==> config.mk <==
export PLATFORM = sky130hd
export DESIGN_NAME = rotate_load_ctrl
export DESIGN_NICKNAME = d
export VERILOG_FILES = /design/src/rtl/rot_pkg.sv /design/src/rtl/rot_fifo.sv /design/src/rtl/rotate_load_ctrl.sv
export SDC_FILE = /design/constraint.sdc
export NUM_CORES = 1
export LEC_CHECK = 0
export ABC_CLOCK_PERIOD_IN_PS = 1820
export CORE_MARGIN = 5
export CORE_UTILIZATION = 24
export CTS_CLUSTER_DIAMETER = 100
export DETAILED_ROUTE_END_ITERATION = 8
export PLACE_DENSITY_LB_ADDON = 0.08
export REMOVE_ABC_BUFFERS = 1
export SYNTH_ARGS = -nofsm -noshare
export SYNTH_HDL_FRONTEND = slang
export SYNTH_SLANG_ARGS = --single-unit
==> constraint.sdc <==
create_clock -name clk -period 1.82 [get_ports clk]
set_input_delay 0.364 -clock clk [delete_from_list [all_inputs] [get_ports clk]]
set_output_delay 0.364 -clock clk [all_outputs]
set_load 0.005 [all_outputs]
==> src/rtl/rot_pkg.sv <==
// ---------------------------------------------------------------------------
// rot_pkg
// Shared definitions for the rotate-left register feeder:
//   ROT_WIDTH   - default byte width of the rotator
//   rot_state_t - controller FSM states (IDLE, LOAD, ROTATE)
//   rotl()      - rotate a ROT_WIDTH value left by an arbitrary amount
// ---------------------------------------------------------------------------
package rot_pkg;

   localparam int ROT_WIDTH = 8;

   typedef enum logic [1:0] {
      IDLE,
      LOAD,
      ROTATE
   } rot_state_t;

   // Amounts of WIDTH or more wrap around. An amount of zero returns the
   // value unchanged, because the right shift by the full width yields zero.
   function automatic logic [ROT_WIDTH-1:0] rotl(input logic [ROT_WIDTH-1:0] value,
                                                 input int amount);
      int a;
      a = amount % ROT_WIDTH;
      return (value << a) | (value >> (ROT_WIDTH - a));
   endfunction

endpackage

==> src/rtl/rot_fifo.sv <==
// ---------------------------------------------------------------------------
// rot_fifo
// Synchronous DEPTH x WIDTH FIFO. The read and write pointers carry one
// extra MSB, so full and empty can be told apart when the index bits match.
// The head entry is presented combinationally on pop_data.
// Ports:
//   clk, rst           clock, asynchronous active-low reset
//   push, push_data    write one entry (ignored while full)
//   pop                advance past the head entry (ignored while empty)
//   pop_data           current head entry
//   full, empty        decoded from the registered pointers
// ---------------------------------------------------------------------------
module rot_fifo #(
   parameter int WIDTH = 8,
   parameter int DEPTH = 4
) (
   input  logic             clk,
   input  logic             rst,
   input  logic             push,
   input  logic [WIDTH-1:0] push_data,
   input  logic             pop,
   output logic [WIDTH-1:0] pop_data,
   output logic             full,
   output logic             empty
);

   localparam int AW = $clog2(DEPTH);

   logic [AW:0]      wr_ptr;
   logic [AW:0]      rd_ptr;
   logic [WIDTH-1:0] mem [DEPTH];
   logic             do_push;
   logic             do_pop;

   assign do_push  = push && !full;
   assign do_pop   = pop && !empty;
   assign empty    = (wr_ptr == rd_ptr);
   assign full     = (wr_ptr[AW] != rd_ptr[AW]) &&
                     (wr_ptr[AW-1:0] == rd_ptr[AW-1:0]);
   assign pop_data = mem[rd_ptr[AW-1:0]];

   // Pointer update; a reset empties the FIFO by realigning both pointers.
   always_ff @(posedge clk or negedge rst) begin
      if (!rst) begin
         wr_ptr <= '0;
         rd_ptr <= '0;
      end else begin
         if (do_push) wr_ptr <= wr_ptr + 1'b1;
         if (do_pop)  rd_ptr <= rd_ptr + 1'b1;
      end
   end

   // Storage needs no reset: an entry is only read after it has been written.
   always_ff @(posedge clk) begin
      if (do_push) mem[wr_ptr[AW-1:0]] <= push_data;
   end

endmodule

==> src/rtl/rotate_load_ctrl.sv <==
// ---------------------------------------------------------------------------
// rotate_load_ctrl
// Feeds bytes from a valid/ready producer into an 8-bit rotate-left register.
// Each byte gets a one-cycle parallel-load pulse followed by ROT_CYCLES
// rotation cycles before the next byte is loaded.
// Optional feature macro: ROT_CTRL_CHECK_EN
//   When defined, the loaded byte is shadowed and, one cycle after done,
//   rot_q is compared against that byte rotated left by ROT_CYCLES mod WIDTH.
//   A mismatch sets the sticky err output.
// Ports:
//   clk, rst            clock, asynchronous active-low reset
//   in_valid, in_data   producer byte
//   in_ready            FIFO not full (decoded from registered pointers)
//   rot_q               rotator output, used only by the check
//   load, d_out         registered load pulse and data to the rotator
//   busy                FSM not in IDLE
//   done                one-cycle pulse in the last rotation cycle of a byte
//   rot_cnt             rotation edges counted for the current byte
//   err                 sticky check failure (ROT_CTRL_CHECK_EN only)
// ---------------------------------------------------------------------------
module rotate_load_ctrl
   import rot_pkg::*;
#(
   parameter int WIDTH      = ROT_WIDTH,
   parameter int DEPTH      = 4,
   parameter int ROT_CYCLES = 8
) (
   input  logic             clk,
   input  logic             rst,
   input  logic             in_valid,
   input  logic [WIDTH-1:0] in_data,
   output logic             in_ready,
   input  logic [WIDTH-1:0] rot_q,
   output logic             load,
   output logic [WIDTH-1:0] d_out,
   output logic             busy,
   output logic             done,
   output logic [7:0]       rot_cnt
`ifdef ROT_CTRL_CHECK_EN
   ,
   output logic             err
`endif
);

   localparam logic [7:0] LAST_CNT = 8'(ROT_CYCLES - 1);

   rot_state_t       state;
   logic             fifo_full;
   logic             fifo_empty;
   logic             fifo_pop;
   logic [WIDTH-1:0] fifo_head;

   assign in_ready = !fifo_full;

   // A byte leaves the FIFO whenever the FSM is about to start a new load:
   // from IDLE, or at the end of the final rotation cycle (back-to-back).
   assign fifo_pop = !fifo_empty &&
                     ((state == IDLE) || ((state == ROTATE) && (rot_cnt == LAST_CNT)));

   rot_fifo #(
      .WIDTH (WIDTH),
      .DEPTH (DEPTH)
   ) u_fifo (
      .clk       (clk),
      .rst       (rst),
      .push      (in_valid && in_ready),
      .push_data (in_data),
      .pop       (fifo_pop),
      .pop_data  (fifo_head),
      .full      (fifo_full),
      .empty     (fifo_empty)
   );

   // Controller FSM. All outputs are registered here; done is raised one
   // edge early so that it is high during the cycle in which rot_cnt equals
   // ROT_CYCLES-1, i.e. the cycle ending with the last rotation edge.
   always_ff @(posedge clk or negedge rst) begin
      if (!rst) begin
         state   <= IDLE;
         load    <= 1'b0;
         d_out   <= '0;
         busy    <= 1'b0;
         done    <= 1'b0;
         rot_cnt <= '0;
      end else begin
         case (state)
            IDLE: begin
               done <= 1'b0;
               if (!fifo_empty) begin
                  d_out <= fifo_head;
                  load  <= 1'b1;
                  busy  <= 1'b1;
                  state <= LOAD;
               end
            end
            LOAD: begin
               load    <= 1'b0;
               rot_cnt <= '0;
               done    <= (ROT_CYCLES == 1);
               state   <= ROTATE;
            end
            ROTATE: begin
               rot_cnt <= rot_cnt + 8'd1;
               if (rot_cnt == LAST_CNT) begin
                  done <= 1'b0;
                  if (!fifo_empty) begin
                     d_out <= fifo_head;
                     load  <= 1'b1;
                     state <= LOAD;
                  end else begin
                     busy  <= 1'b0;
                     state <= IDLE;
                  end
               end else begin
                  done <= ((rot_cnt + 8'd1) == LAST_CNT);
               end
            end
            default: begin
               load  <= 1'b0;
               busy  <= 1'b0;
               done  <= 1'b0;
               state <= IDLE;
            end
         endcase
      end
   end

`ifdef ROT_CTRL_CHECK_EN
   localparam int ROT_AMT = ROT_CYCLES % WIDTH;

   logic [WIDTH-1:0] shadow;
   logic             check_pend;
   logic [WIDTH-1:0] expect_q;

   assign expect_q = WIDTH'(rotl(ROT_WIDTH'(shadow), ROT_AMT));

   // The shadow copy is taken on the load edge rather than on the pop, so a
   // back-to-back pop of the next byte cannot overwrite it before the check
   // of the previous byte happens in the following LOAD cycle.
   always_ff @(posedge clk or negedge rst) begin
      if (!rst) begin
         shadow     <= '0;
         check_pend <= 1'b0;
         err        <= 1'b0;
      end else begin
         check_pend <= done;
         if (state == LOAD) shadow <= d_out;
         if (check_pend && (rot_q != expect_q)) err <= 1'b1;
      end
   end
`else
   logic unused_rot_q;
   assign unused_rot_q = ^rot_q;
`endif

endmodule
==> Word level (Yosys, flattened, before mapping) <==
Memory sizes are Yosys's and may differ from the RTL's.
Index checks and enable logic that the tools add are counted.
{ "totals": {"ff_bits": 27, "mem_bits_rw": 32, "inputBits": 19, "out_inout_bits": 20, "word_cells": 57, "n_memories": 1} }
{ "memory_table": {"columns": ["name", "depth", "word_bits", "read_ports", "rd_ports_with_merged_regs", "write_ports", "line_no", "rtl"], "rows": [
  ["u_fifo.mem", 4, 8, 1, 0, 1, "rot_fifo.sv:31", "logic [WIDTH-1:0] mem [DEPTH];"]
]} }
{ "classes": {"n_addsub": 3, "eq_ne": 10, "muxes": 19, "n_bitwise": 1, "reduce_logical": 15} }
{ "ops": {"columns": ["op", "n"], "rows": [
  ["one-hot mux 8 bit (2 select lines)", 2],
  ["equality test 8 x 3 -> 1 bit (second input constant)", 2],
  ["2-to-1 mux 8 bit", 2],
  ["2-to-1 mux 1 bit", 10],
  ["adder 8 x 1 -> 8 bit (second input constant)", 1],
  ["adder 3 x 1 -> 3 bit (second input constant)", 2],
  ["logical AND 1 bit", 6],
  ["one-hot mux 2 bit (3 select lines)", 1],
  ["2-to-1 mux 2 bit", 2],
  ["!= test 2 bit (second input constant)", 2],
  ["AND reduction 2 bit", 2],
  ["AND reduction 4 bit", 1],
  ["nonzero test 2 bit", 2],
  ["equality test 3 bit", 1],
  ["one-hot mux 1 bit (3 select lines)", 1],
  ["equality test 2 x 1 -> 1 bit (second input constant)", 1],
  ["equality test 2 bit", 1],
  ["equality test 2 bit (second input constant)", 1],
  ["zero test 1 bit", 2],
  ["zero test 2 bit", 1],
  ["!= test 2 x 1 -> 1 bit (second input constant)", 1],
  ["one-hot mux 1 bit (2 select lines)", 1],
  ["logical OR 1 bit", 1],
  ["!= test 1 bit", 1],
  ["NOT 1 bit", 1]
]} }

==> Depth between registers and ports, before layout <==
Gate-level depths: netlist (run 1).
{ "logic_depth": {"ltp_word": 7, "mapped_depth": 6, "mapped_depth_nobuf": 6} }

==> Cells and area by module <==
From an unflattened synthesis (run 1), not the netlist that was laid out.
{ "unflattened": {"cells_unflattened": 200, "hier_area_um2": 2882.8} }
{ "by_module_without_submodules": {"columns": ["mod", "n_inst", "cells_each", "area_per_inst_um2", "seq_area_each_um2"], "rows": [
  ["rot_fifo", 1, 90, 1695.4, 1111.1],
  ["rotate_load_ctrl", 1, 110, 1187.4, 525.5]
]} }

==> Least setup slack after synthesis (run 1) <==
Ideal clock, no wire load.
{ "synth_timing": {"kind": "register to register", "from": "reg rot_cnt[1]", "to": "reg d_out[0]", "setup_ps": 125, "t_arrival_ps": 1636, "required_time_ps": 1695, "slack_ps": 60, "path_stages_with_launch": 6, "n_path_buf": 0, "period_less_slack_ps": 1760, "path_cell_list": "dfrtp_1 > ha_1 > and3b_1 > nand3_2 > a21oi_4 > mux2_2"} }
{ "synth_via": {"elab_chain_cells": 3} }
{ "synth_lines": {"columns": ["element", "line_no", "rtl"], "rows": [
  ["start: declaration", "rotate_load_ctrl.sv:38", "output logic [7:0] rot_cnt"],
  ["start signal: assignment", "rotate_load_ctrl.sv:103", "rot_cnt <= rot_cnt + 8'd1;"],
  ["equality test 8 x 3 -> 1 bit", "rotate_load_ctrl.sv:104", "if (rot_cnt == LAST_CNT) begin"],
  ["!= test 2 x 1 -> 1 bit (no source line)", null, null],
  ["AND reduction 2 bit (no source line)", null, null],
  ["end signal: assignment", "rotate_load_ctrl.sv:90", "d_out <= fifo_head;"],
  ["end signal: assignment", "rotate_load_ctrl.sv:107", "d_out <= fifo_head;"],
  ["end: declaration", "rotate_load_ctrl.sv:35", "output logic [WIDTH-1:0] d_out,"]
]} }
No other way between the ends.
A chain may end at the register's enable or synchronous reset.

==> Worst setup path in the final report (run 1) <==
{ "layout_timing": {"from": "reg rot_cnt[4]", "to": "out rot_cnt[4]"} }
No word-level cell between the ends.

==> impl_metrics.csv, run 1 <==
group,metric,value,unit
timing,min_period_over_period,96.4,%
power,p_switching,1.87,mW
global_route,track_usage,9.64,%
place,io_buffer_count,30,
power,total_power,5.79,mW
cts,root_buffer,"clkbuf_8",
drt,drtPass1Iterations,4,
place,place_ws,0.00815,ns
cts,clk_latency,0.34,ns
setup_path,cp_top_family,"buffers and inverters",
final_layout,diodes,0,
power,irDropWorstVdd,0.529,mV
power,swShare,32.4,%
yosys,syn_inst,177,
power,p_leak,1.48,nW
timing,final.min_clock_period,1.75,ns
drt,ant_nets,0,
final_layout,area_growth,37.3,%
yosys,syn_area_per_cell,15.1,µm²
status,status,"finished clean",
drt,met2_length,2.91,mm
floorplan,num_rows,38,
drt,wl_met3,267,µm
final_layout,nets,281,
place,post-dp-hpwl,4.20,mm
floorplan,die_x,115,µm
global_route,grt_pass1_vias,1825,
yosys,ys_seq_elements,59,
yosys,yosys.area.top_type,"edfxtp_1",
timing,hold_violations,0,
floorplan,core,10900,µm²
drt,drt_iter0_drc,58,
power,p_per_area,1580,nW/µm²
global_route,grt_max_degree,28,
timing,slew_violations,0,
min_path,hold_class,"in -> async",
cts,cts-hold-fix-buffers,0,
timing,fin_skew,0.00942,ns
setup_path,crit_buf_inv,2,
power,seq_power_share,34.7,%
global_route,antenna_found_initial,0,
setup_path,worstPathCellList,"buf_6 > clkdlybuf4s50_1",
timing,clock.fmax,570,MHz
floorplan,initial_utilization,24.5,%
yosys,yosys-top-cells-count,"32 x edfxtp_1, 27 x dfrtp_1, 12 x ha_1",
place,post_dp_cell_area,3350,µm²
timing,fin_ws,0.0664,ns
drt,drt_wl_total,5.89,mm
setup_path,worstPathRequired,1.46,ns
setup_path,crit_fanout,7,
drt,wl_per_cell,14.9,µm
setup_path,crit_slowest_cell,"clkdlybuf4s50_1",
drt,via_per_inst,4.28,
timing,rsz0062_at_grt,"no",
timing,final.hold.worst_slack,0.409,ns
drt,route.top_layer_used,"met4",
timing,worst_slew_pin_slew,0.390,ns
cts,ctsLongestPathBuffers,2,
final_layout,nFillCells,1062,
cts,path_clk_slew,0.07,ns
yosys,yosysTopAreaCellShare,36.0,%
floorplan,die_area,13300,µm²
yosys,netlist_area,2670,µm²
cts,cts_tree,"done",
timing,finalSetupViolCount,0,
power,combPwrFrac,44.2,%
final_layout,design_area,3660,µm²
run,maxCapViolations,0,
setup_path,slowest_delay,0.50,ns
yosys,ys_types,38,
place,globalplace.congestion,0.781,
global_route,grt_pass1_wl,9.38,mm
final_layout,layout-drive-gt1-share,32.9,%
setup_path,end_kind,"primary output",
power,p_int,3.91,mW
power,clkPwrFrac,21.0,%
drt,drc,0,
setup_path,criticalPathCategory,"reg -> out",
yosys,async_flop_share,45.8,%
drt,num_vias,1691,
cts,cts_sinks,59,
setup_path,arrival,1.39,ns
floorplan,io_pins,39,
yosys,yosys_warnings,0,
yosys,synth_edf_count,32,
drt,wl_met1,2.58,mm
cts,h-tree-depth,3,
yosys,synth_most_common_cell,"edfxtp_1",
cts,cts_made_buffers,9,
yosys,yosysSeqAreaShare,61.4,%
global_route,overflow,0,
floorplan,die_y,115,µm
yosys,yosys_most_used_dff,"edfxtp_1",
timing,tns,0,ns
yosys,ys_top_cells_by_area,"edfxtp_1 36%, dfrtp_1 25%, mux4_2 6.8%, ha_1 5.6%, mux2_2 4.2%",
setup_path,start_kind,"flop",
timing,slew_headroom,74.0,%
-- cell usage in the layout, fill, tap and decap left out, types with 2 or more instances in the layout --
cell type         n
clkinvlp_4        2
nand4_1           2
clkdlybuf4s50_1  29
o21ai_0           4
nand3_1           5
ha_1             11
a22o_1            2
xnor2_1           2
mux4_2            8
clkbuf_8         10
nor2_1            5
a21oi_1           3
mux2_2           10
a211oi_1          2
edfxtp_1         32
xor2_1            5
a22oi_1           2
nand2_1           8
buf_12            2
nor3_1            3
buf_6             4
mux2i_1           2
and3_1            6
o2bb2ai_1         2
buf_4            32
clkinv_2          2
o31ai_1           2
dfrtp_1          26
inv_1             9
clkinv_4          2
nand2b_1          2
xnor2_2           2
-- metal layers --
metal,vias up,track usage (%)
met5,-,0
met4,0,5.32
met3,8,3.16
met2,31,15.3
met1,844,11.6
li1,808,-
-- metrics by stage --
stage / util, % / cells
final: 33.6 / 395
after global routing: 33.6 / 395
after CTS: 33.0 / 391
after detailed placement: 30.8 / 372
after global placement: 30.8 / 372
after floorplan: - / 171
-- sequential cells by signal, summed over array words and instances (netlist names) --
signal         flops
done               1
state              2
d_out              8
busy               1
u_fifo.rd_ptr      3
rot_cnt            8
load               1
u_fifo.mem        32
u_fifo.wr_ptr      3
-- worst paths after layout --
path / start / to / slack, ns / depth (start not counted)
min reg2reg: d_out[7] / d_out[7] / 0.50 / 1
max in group asynchronous: rst / u_fifo.wr_ptr[1] / 1.10 / 2
min in group clk: d_out[7] / d_out[7] / 0.50 / 1
min: rst / d_out[3] / 0.41 / 2
max reg2reg: rot_cnt[5] / d_out[6] / 0.08 / 5
max: rot_cnt[4] / rot_cnt[4] / 0.07 / 2
-- power by group through the flow --
| stage | Clock [mW] | Sequential [mW] | Combinational, mW |
|---|---|---|---|
| 2_1_floorplan | 0 | 2.10 | 1.23 |
| 3_3_place_gp | 0 | 2.01 | 2.42 |
| 3_5_place_dp | 0 | 2.03 | 2.44 |
| 4_1_cts | 1.26 | 2.01 | 2.54 |
| 5_1_grt | 1.33 | 2.05 | 2.80 |
| 6_report | 1.22 | 2.01 | 2.56 |
-- logic make-up (layout without fill, tap and decap cells) --
kind of cell    after synthesis  after routing  synth area share (%)
compound gates               22             22                  6.29
xor+xnor                     10             10                  3.28
fa+ha+maj                    12             12                  5.63
buf+inv                      16             94                  3.33
flops                        59             59                  61.4
mux                          21             21                  12.2
simple gates                 37             37                  7.93
-- worst register-to-register path, stage by stage (launching register included) --
cell and delay [ns]:
dfrtp_1 0.42, nor4_4 0.40, nand3_4 0.15, a21oi_4 0.18, buf_12 0.15, mux2_2 0.33
-- area by class of cell --
type                    instances  area (µm²)  area share, %
repair buffers                 68         624           17.1
flip-flops and latches         59        1640           44.7
multi-input cells             102         980           26.8
clock buffers                  10         138           3.76
well taps                     140         175           4.78
clock inverters                 6        65.1           1.78
inverters                      10        41.3           1.13
-- what timing repair did --
action                                  in CTS  in global routing
setup buffers                                3                  4
endpoints found under the setup margin       8                 15
pin swaps                                    1                  1
gates resized for setup                      6                  8
Power figures use the tool's default switching activity.
==> run 2, diff against run 1 <==
--- a/config.mk
+++ b/config.mk
@@ -6,7 +6,8 @@
 export NUM_CORES = 1
 export LEC_CHECK = 0
 export ABC_CLOCK_PERIOD_IN_PS = 1820
-export CORE_MARGIN = 5
+export CORE_ASPECT_RATIO = 1.1
+export CORE_MARGIN = 3
 export CORE_UTILIZATION = 24
 export CTS_CLUSTER_DIAMETER = 100
 export DETAILED_ROUTE_END_ITERATION = 8
==> run 2 against run 1 <==
Net effect:
- die area fell by 6.8%
- core utilization rose by 0.91 points
- worst setup slack got worse by 0.0033 ns
- clock skew fell by 0.0042 ns
- worst hold slack improved by 0.024 ns
- clock power rose by 32%
- largest power group unchanged
==> impl_metrics.csv, run 2 (same netlist as run 1, synthesis figures left out) <==
group,metric,value,unit
drt,via_per_inst,4.21,
final_layout,nets,273,
drt,drtPass1Iterations,4,
floorplan,die_area,12400,µm²
global_route,grt_max_degree,28,
cts,cts-hold-fix-buffers,0,
cts,cts_sinks,59,
setup_path,slowest_delay,0.50,ns
place,post-dp-hpwl,4.05,mm
final_layout,design_area,3660,µm²
cts,cts_made_buffers,9,
drt,drt_wl_total,5.77,mm
global_route,track_usage,10.5,%
final_layout,largest_reg_flops,32,
final_layout,ff_latch_area,1640,µm²
cts,path_clk_slew,0.05,ns
setup_path,criticalPathCategory,"reg -> out",
timing,finalSetupViolCount,0,
drt,num_vias,1640,
global_route,grt_pass1_wl,9.63,mm
timing,clock.fmax,569,MHz
drt,drt_iter0_drc,51,
drt,ant_nets,0,
global_route,antenna_found_initial,0,
place,io_buffer_count,30,
setup_path,worstPathRequired,1.46,ns
setup_path,arrival,1.39,ns
timing,min_period_over_period,96.5,%
setup_path,start_kind,"flop",
setup_path,worstPathCellList,"buf_4 > clkdlybuf4s50_1",
floorplan,die_y,117,µm
floorplan,die_x,106,µm
cts,root_buffer,"clkbuf_16",
cts,clk_latency,0.32,ns
global_route,grt_pass1_vias,1844,
final_layout,area_growth,37.2,%
setup_path,crit_fanout,7,
drt,wl_per_cell,14.8,µm
timing,worst_slew_pin_slew,0.376,ns
power,p_per_area,1670,nW/µm²
floorplan,num_rows,39,
setup_path,end_kind,"primary output",
timing,slew_violations,0,
floorplan,core,10600,µm²
timing,final.hold.worst_slack,0.432,ns
setup_path,crit_buf_inv,2,
power,p_leak,1.47,nW
timing,slew_headroom,74.6,%
cts,h-tree-depth,3,
timing,hold_violations,0,
cts,cts_tree,"done",
setup_path,cp_top_family,"buffers and inverters",
final_layout,layout-drive-gt1-share,29.1,%
cts,ctsLongestPathBuffers,2,
final_layout,layout_common_cells,"32 x edfxtp_1, 29 x clkdlybuf4s50_1, 27 x buf_4",
timing,fin_skew,0.00524,ns
drt,drc,0,
final_layout,layout_commonest_cell,"edfxtp_1",
floorplan,initial_utilization,25.2,%
global_route,overflow,0,
status,status,"finished clean",
floorplan,io_pins,39,
setup_path,crit_slowest_cell,"clkdlybuf4s50_1",
run,maxCapViolations,0,
final_layout,diodes,0,
min_path,hold_class,"in -> async",
power,irDropWorstVdd,0.686,mV
timing,final.min_clock_period,1.76,ns
final_layout,multiInputGateArea,971,µm²
timing,rsz0062_at_grt,"yes",
final_layout,nFillCells,1021,
place,post_dp_cell_area,3310,µm²
place,globalplace.congestion,0.787,
run 2: cell types whose count changed in the layout (fill, tap and decap cells not counted), sizes merged:
| cell | previous run | this run |
|---|---|---|
| buf | 38 | 30 |
run 2: per-stage QoR:
stage / util [%] / TNS, ns / power (mW) / cells / setup WS [ns]
floorplan: - / 0 / 3.32 / 171 / 0.0290
global placement: 31.3 / 0 / 4.38 / 371 / 0.0467
detailed placement: 31.3 / 0 / 4.45 / 371 / 0.0168
CTS: 34.1 / 0 / 6.14 / 388 / 0.00490
global route: 34.5 / -0.0220 / 6.55 / 390 / -0.00638
finish: 34.5 / 0 / 6.10 / 390 / 0.0630
run 2: path summary, 6_finish.rpt:
check | start | endpoint | slack [ns] | depth (start not counted)
max | rot_cnt[5] | rot_cnt[5] | 0.06 | 2
min | rst | load | 0.43 | 2
max reg2reg | rot_cnt[6] | d_out[1] | 0.08 | 5
min reg2reg | d_out[7] | d_out[7] | 0.49 | 1
max in group asynchronous | rst | u_fifo.wr_ptr[1] | 1.08 | 2
min in group clk | d_out[7] | d_out[7] | 0.49 | 1
run 2: where the power goes:
part	switching [mW]	leakage (nW)	internal, mW	total (mW)
Combinational	1.10	0.706	1.38	2.48
Sequential	0.183	0.628	1.83	2.02
Clock	0.565	0.134	1.05	1.61
run 2: timing repair:
item                       in CTS  in global routing
pin swaps                       2                  3
resized for setup               4                  8
setup endpoints to repair       1                 11
setup buffers                   1                  2
run 2: final cells by class:
type,count,area share (%)
clock buffer,10,6.26
timing repair buffer,60,14.9
multi-input combinational,102,26.5
tap,143,4.89
sequential,59,44.8
inverter,10,1.03
clock inverter,6,1.57
run 2: layer usage:
layer / track usage, % / part of all wire (%)
met1: 12.7 / 45
met2: 17.2 / 49
met3: 2.71 / 3.8
met4: 5.88 / 2.5
met5: 0 / 0
run 2: worst reg2reg max path, stage by stage (launching register included):
cell and delay [ns]:
dfrtp_2 0.43, nor4_4 0.34, nand3_2 0.19, a21oi_4 0.19, buf_12 0.16, mux2_2 0.33
